File: src/rtl/bounded_step_counter.sv
`default_nettype none
// ============================================================================
// Module   : bounded_step_counter
// Function : Up/down counter with programmable step, runtime bounds,
//            wrap/saturate policy, and lap (wrap-event) counting.
// Revision : 1.0
// ============================================================================
module bounded_step_counter #(
    parameter int               WIDTH   = 4,
    parameter int               LAPW    = 8,
    parameter logic [WIDTH-1:0] RST_VAL = '0
) (
    input  logic             clk,
    input  logic             rst,
    input  logic             clr,
    input  logic             ld,
    input  logic [WIDTH-1:0] d,
    input  logic             en,
    input  logic             up,
    input  logic             sat_mode,
    input  logic [WIDTH-1:0] step,
    input  logic [WIDTH-1:0] lo,
    input  logic [WIDTH-1:0] hi,
    output logic [WIDTH-1:0] q,
    output logic             tc,
    output logic             wrap,
    output logic             sat,
    output logic [LAPW-1:0]  laps,
    output logic             cfg_err,
    output logic             oor
);

    localparam logic [LAPW-1:0] c_lap_one = {{(LAPW-1){1'b0}}, 1'b1};

    logic [WIDTH-1:0] count_q, count_d;
    logic [LAPW-1:0]  laps_q, laps_d;
    logic             wrap_q, wrap_d;
    logic             sat_q, sat_d;

    logic [WIDTH:0]   w_sum;
    logic [WIDTH:0]   w_diff;
    logic             w_step_ok;
    logic             w_hit_bound;

    // One extra bit on both paths: the carry flags overflow past the counter
    // width, the borrow flags underflow below zero.
    assign w_sum     = {1'b0, count_q} + {1'b0, step};
    assign w_diff    = {1'b0, count_q} - {1'b0, step};
    assign w_step_ok = !cfg_err && (step != '0);

    always_comb begin
        if (up) begin
            w_hit_bound = (w_sum > {1'b0, hi});
        end else begin
            w_hit_bound = w_diff[WIDTH] || (w_diff[WIDTH-1:0] < lo);
        end
    end

    always_comb begin
        count_d = count_q;
        laps_d  = laps_q;
        wrap_d  = 1'b0;
        sat_d   = 1'b0;
        if (clr) begin
            count_d = RST_VAL;
            laps_d  = '0;
        end else if (ld) begin
            count_d = d;
        end else if (en && w_step_ok) begin
            if (!w_hit_bound) begin
                count_d = up ? w_sum[WIDTH-1:0] : w_diff[WIDTH-1:0];
            end else if (sat_mode) begin
                count_d = up ? hi : lo;
                sat_d   = 1'b1;
            end else begin
                // Wrap jumps to the opposite bound; overshoot is discarded.
                count_d = up ? lo : hi;
                wrap_d  = 1'b1;
                if (laps_q != {LAPW{1'b1}}) begin
                    laps_d = laps_q + c_lap_one;
                end
            end
        end
    end

    always_ff @(posedge clk) begin
        if (rst) begin
            count_q <= RST_VAL;
            laps_q  <= '0;
            wrap_q  <= 1'b0;
            sat_q   <= 1'b0;
        end else begin
            count_q <= count_d;
            laps_q  <= laps_d;
            wrap_q  <= wrap_d;
            sat_q   <= sat_d;
        end
    end

    assign q       = count_q;
    assign laps    = laps_q;
    assign wrap    = wrap_q;
    assign sat     = sat_q;
    assign tc      = up ? (count_q == hi) : (count_q == lo);
    assign cfg_err = (lo > hi);
    assign oor     = (count_q < lo) || (count_q > hi);

endmodule
`default_nettype wire

File: config.mk
export PLATFORM = sky130hd
export DESIGN_NAME = bounded_step_counter
export DESIGN_NICKNAME = d
export VERILOG_FILES = /design/src/rtl/bounded_step_counter.sv
export SDC_FILE = /design/constraint.sdc
export NUM_CORES = 1
export LEC_CHECK = 0
export CORE_ASPECT_RATIO = 0.5
export CORE_MARGIN = 3
export CORE_UTILIZATION = 46
export CTS_BUF_LIST = sky130_fd_sc_hd__clkbuf_4
export CTS_CLUSTER_DIAMETER = 80
export DETAILED_ROUTE_END_ITERATION = 10
export PLACE_DENSITY = 0.8
export SYNTH_ARGS = -nofsm -noshare
export SYNTH_HDL_FRONTEND = slang
export SYNTH_SLANG_ARGS = --single-unit
File: constraint.sdc
create_clock -name clk -period 2.97 [get_ports clk]
set_clock_uncertainty 0.1 [all_clocks]
set_input_delay 0.7425 -clock clk [delete_from_list [all_inputs] [get_ports clk]]
set_output_delay 0.7425 -clock clk [all_outputs]
set_load 0.005 [all_outputs]
==> qor.yml, run 1 <==
dp_slack_ns: -0.814
period_minus_slack_ns: 3.18
ff_latch_area_um2: 280
ys_ff_latch: 14
row_count: 14
met3_length_um: 272
failed_checks: "DRC, setup timing"
h-tree-depth: 1
cts_hold_buf: 0
min_to: "laps[4]$_SDFFE_PP0P_"
globalRouteTotalUtil_pct: 29.9
drc: 1
synth_top_area_share_pct: 22.8
totalNegativeSetupSlack_ns: -1.89
clk-insertion-delay-late_ns: 0.28
dp.cells: 293
initial_core_util_pct: 49.6
dr.pass1.iters: 7
postSynthAreaPerCell_um2: 8.58
die_area_um2: 4110
netlist.top_cell.by_area: "ha_1"
routed_wl_um: 5980
rrSetupSlack_ns: -0.17
highest_layer: "met4"
syn_to_final_growth_pct: 69.8
crit_top_cell: "buf_6"
wl_per_cell_um: 19.2
cts-buffers-inserted: 3
cp_max_fo: 5
hold_violations: 0
antenna_found_initial: 0
wl_met2_um: 2910
root_buffer: "clkbuf_4"
fin_cells: 311
synth_edf_count: 0
slew-limit-headroom_pct: 59.0
antenna_cells: 0
ir_worst_vdd_mv: 0.307
path_cells: "buf_8 > buf_6 > ha_4 > fa_2 > xnor2_2 > ha_1 > and3b_1 > o211ai_1 > nand3_2 > buf_6 > nand2_8 > mux2_4 > o21ai_2"
vias: 1830
clkSinkCount: 14
r2r_start: "q[1]$_SDFFE_PP0P_"
netlist_instances: 179
layout_common_cells: "buf_4, clkdlybuf4s50_1, ha_1"
hpwl_um: 3760
grt_pass1_wl_um: 9250
rsz0062_at_grt: "true"
place_congestion: 0.867
globalRoute.totalOverflow: 0
syn_area_um2: 1540
hold_depth: 2
synth_area_leaders: "ha_1, dfxtp_1, inv_1"
max_stage_delay_ns: 0.38
critPathKind: "input pin to register"
hp-start: "laps[4]$_SDFFE_PP0P_"
status: "finished, violations left"
yosysSeqAreaShare_pct: 18.2
final_antenna_net_count: 0
path_delay_family: "adder cells"
end_kind: "register"
max-clock-path-buffers: 2
fin_ws_ns: -0.215
yosys_warnings: 0
leakagePower_nw: 1.12
total_power_w: 0.000726
slowest_stage: "fa_2"
die_x_um: 87.7
worstSetupPathDepth: 13
synthFlopType: "dfxtp_1"
arrival_ns: 3.30
synthArstFlopShare_pct: 0
worst_pin_slew_ns: 0.611
coreArea_um2: 3100
die_h_um: 46.9
cts_tree: "built"
start_kind: "input pin"
clock.fmax_ghz: 0.314
clk_pin_slew_ns: 0.09
final_common_cell: "buf_4"
drv_cap: 0
synthesis.nets: 232
r2r-end: "q[0]$_SDFFE_PP0P_"
finalCritPeriodShare_pct: 107
finalSetupViolCount: 15
critPathRequiredTime_ns: 3.08
port-buffer-count: 39
fin_nets: 325
drive_above_1_share_pct: 41.7
r2r_cells: 10
grt_pass1_vias: 1871
fill_cells: 163
cp_num_buf_inv: 3
synth.distinct_cells: 46
wl_met1_um: 2600
drtIter0Drc: 164
io_pins: 40
hold_path_class: "register to register"
multi_input_area_um2: 1390
grt_max_degree: 9
final_max_slew_viol_count: 0
powerDensity_nw_per_um2: 278
viasPerCell: 5.88
how the worst max path moves through the flow:
stage                  from                    to  slack [ns]
finish              step[0]     q[0]$_SDFFE_PP0P_       -0.21
global route        step[0]  laps[1]$_SDFFE_PP0P_       -0.23
CTS                 step[0]     q[0]$_SDFFE_PP0P_       -0.05
detailed placement  step[2]     q[0]$_SDFFE_PP0P_       -0.81
global placement    step[0]     q[2]$_SDFFE_PP0P_       -0.73
floorplan           step[2]  laps[4]$_SDFFE_PP0P_       -0.07
metal layers:
metal  track usage, %  vias to the layer above
li1                 -                      845
met1             37.0                      892
met2             53.7                       71
met3             5.08                       22
met4             11.9                        0
met5                0                        -
where the power goes:
group	switching [W]	internal [W]	total (W)
Clock	0.0000637	0.0000488	0.000113
Combinational	0.000193	0.000221	0.000414
Sequential	0.00000811	0.000191	0.000199
Total	0.000264	0.000462	0.000726
worst min-delay path, cell delays in order (launching register included):
cell and delay, ns:
dfxtp_1 0.34, o21ai_1 0.08, a21oi_1 0.06
synth_stat cells (2+ instances only):
cell type,count
a32oi_1,3
inv_1,17
dfxtp_1,14
fa_1,2
o21a_1,7
xor2_1,4
xnor2_1,3
or3_1,3
nand2_1,5
nor2b_1,5
nand3_1,6
buf_2,3
a21oi_1,9
o21ai_0,11
mux2i_1,6
mux2_2,3
ha_1,28
nand4_1,6
nor3_1,2
nor2_1,16
metrics by stage:
stage / util (%) / cell area [um2] / hold slack [ns]
after floorplan: - / 1620 / 0.385
after global placement: 74.9 / 2320 / 0.384
after detailed placement: 74.9 / 2320 / 0.396
after CTS: 81.7 / 2530 / 0.406
after global routing: 84.1 / 2610 / 0.469
final: 84.1 / 2610 / 0.421
kinds of logic after synthesis:
group / Yosys count / synth area share, %
AO/OA/AOI/OAI: 44 / 21.0
XOR/XNOR: 7 / 3.99
adder cells (fa/ha/maj): 30 / 25.4
buffers and inverters: 22 / 6.11
flip-flops: 14 / 18.2
multiplexers: 9 / 6.11
AND/OR/NAND/NOR: 53 / 19.1
cell type report:
type                            count  share of cell area [%]
Inverter                           17                    2.73
Tap cell                           40                    1.92
Multi-Input combinational cell    143                    53.4
Clock buffer                        3                   0.863
Clock inverter                      1                   0.144
Sequential cell                    14                    10.7
Timing Repair Buffer               93                    30.2
flip-flops by register name (all words and copies together) (netlist names):
register  flops
q             4
laps          8
wrap          1
sat           1
what timing repair did:
action                     CTS  global route
pin swaps                   29            17
gates resized for setup     61            22
buffers inserted            12             2
setup endpoints to repair   17            17
(Power assumes the default switching activity.)
==> inputs of run 2 (changes only) <==
CORE_MARGIN = 4   (was 3)
==> run 2 against run 1 <==
Net effect: the flow finishes with violations (setup timing); largest power group unchanged; critical path type unchanged; maximum frequency rose by 1.7%; sequential share of layout area fell by 0.065 points; sequential power barely moved; setup slack improved by 0.052 ns; via count fell by 1.5%; combinational power rose by 5.8%; clock power rose by 4%; routed wire length rose by 3.4%; global-route usage fell by 4.5 points; register-to-register slack improved by 0.16 ns; critical endpoint unchanged.
==> qor.yml, run 2 (synthesis gave the netlist of run 1 again) <==
busiest_layer: "met2"
largest_register_ffs: 8
leakagePower_nw: 1.14
place_congestion: 0.890
vias: 1802
drtIter0Drc: 109
grt_pass1_vias: 1844
dr.pass1.iters: 4
initial_core_util_pct: 49.6
post-route-util_pct: 85.0
clk-insertion-delay-late_ns: 0.30
root_buffer: "clkbuf_4"
fin_nets: 326
rrSetupSlack_ns: -0.01
final_max_slew_viol_count: 0
critPathRequiredTime_ns: 3.10
holdWs_ns: 0.410
port-buffer-count: 39
globalRouteTotalUtil_pct: 25.5
use_met1_pct: 30.0
r2r_cells: 12
cts_hold_buf: 0
grt_max_degree: 9
cts_tree: "built"
min_to: "laps[5]$_SDFFE_PP0P_"
coreArea_um2: 3100
grt.met3_usage_pct: 5.55
antenna_found_initial: 0
r2r_start: "q[0]$_SDFFE_PP0P_"
slew-limit-headroom_pct: 63.3
drc: 0
hold_depth: 2
io_pins: 40
ff_latch_area_um2: 282
die_h_um: 48.9
finalSetupViolCount: 16
final_common_cell: "buf_4"
cp_max_fo: 5
globalRoute.totalOverflow: 0
die_x_um: 89.7
end_kind: "register"
hpwl_um: 4060
failed_checks: "setup timing"
max-clock-path-buffers: 2
fill_cells: 175
hold_path_class: "register to register"
fin_area_um2: 2640
viasPerCell: 5.78
met2_usage_pct: 47.3
grt_pass1_wl_um: 8990
clkSinkCount: 14
r2r-end: "q[0]$_SDFFE_PP0P_"
row_count: 14
h-tree-depth: 1
fin_ws_ns: -0.163
syn_to_final_growth_pct: 71.6
die_area_um2: 4380
cts-buffers-inserted: 3
drive_above_1_share_pct: 40.4
ir_worst_vdd_mv: 0.256
status: "finished, violations left"
clock.fmax_ghz: 0.319
period_minus_slack_ns: 3.13
drv_cap: 0
hold_violations: 0
final_antenna_net_count: 0
rsz0062_at_grt: "true"
critPathKind: "input pin to register"
total_power_w: 0.000756
dpl_cell_area_um2: 2340
antenna_cells: 0
wl_per_cell_um: 19.8
hp-start: "laps[5]$_SDFFE_PP0P_"
start_kind: "input pin"
dp_slack_ns: -0.876
layout_common_cells: "buf_4, clkdlybuf4s50_1, ha_1"
arrival_ns: 3.27
finalCritPeriodShare_pct: 105
multi_input_area_um2: 1400
powerDensity_nw_per_um2: 287
routed_wl_um: 6180
worst_pin_slew_ns: 0.547
clk_pin_slew_ns: 0.08
## run 2: changes by cell type in the layout (fill, tap and decap cells not counted), sizes merged
cell	change
clkdlybuf4s15	+1
dlygate4sd2	-1
buf	+1
## run 2: per-layer routing
layer  vias to the layer above  wire length [um]
met2                        74              3010
li1                        840                 -
met5                         -                 0
met1                       859              2480
met4                         0               258
met3                        29               434
## run 2: worst max-delay path by stage
stage,start,end,slack [ns],cells after the start
2_1_floorplan,step[2],laps[4]$_SDFFE_PP0P_,-0.07,14
3_3_place_gp,step[0],q[2]$_SDFFE_PP0P_,-0.72,12
3_5_place_dp,step[0],q[0]$_SDFFE_PP0P_,-0.88,12
4_1_cts,step[0],laps[1]$_SDFFE_PP0P_,-0.09,14
5_1_grt,step[0],laps[1]$_SDFFE_PP0P_,-0.24,14
6_report,step[0],q[0]$_SDFFE_PP0P_,-0.16,13
## run 2: stage by stage
stage	setup TNS, ns	instances
after CTS	-0.285	307
after floorplan	-0.299	179
final	-1.53	312
after detailed placement	-12.69	295
after global placement	-10.54	295
after global routing	-2.74	312
## run 2: repair_timing
| action | in CTS | in global routing |
|---|---|---|
| pin swaps | 26 | 16 |
| gates cloned | 0 | 0 |
| gates resized for setup | 64 | 20 |
| endpoints found under the setup margin | 17 | 17 |
| buffers inserted | 8 | 5 |
## run 2: critical path, cell delays in order
cell	delay [ns]
buf_8	0.10
buf_6	0.11
ha_4	0.15
fa_2	0.36
xnor2_2	0.16
ha_1	0.35
and3b_1	0.20
o211ai_1	0.22
nand3_2	0.18
buf_6	0.19
nand2_8	0.09
mux2_4	0.31
o21ai_2	0.11
## run 2: final cells by class
class / instances / share of cell area, %
Clock buffer: 3 / 0.854
Sequential cell: 14 / 10.7
Clock inverter: 1 / 0.142
Inverter: 17 / 2.71
Multi-Input combinational cell: 143 / 52.9
Timing Repair Buffer: 94 / 30.8
Tap cell: 40 / 1.90
## run 2: power by group
part	internal (W)	switching, W
clock network	0.0000491	0.0000691
registers	0.000191	0.00000832
logic	0.000233	0.000204
total	0.000474	0.000281
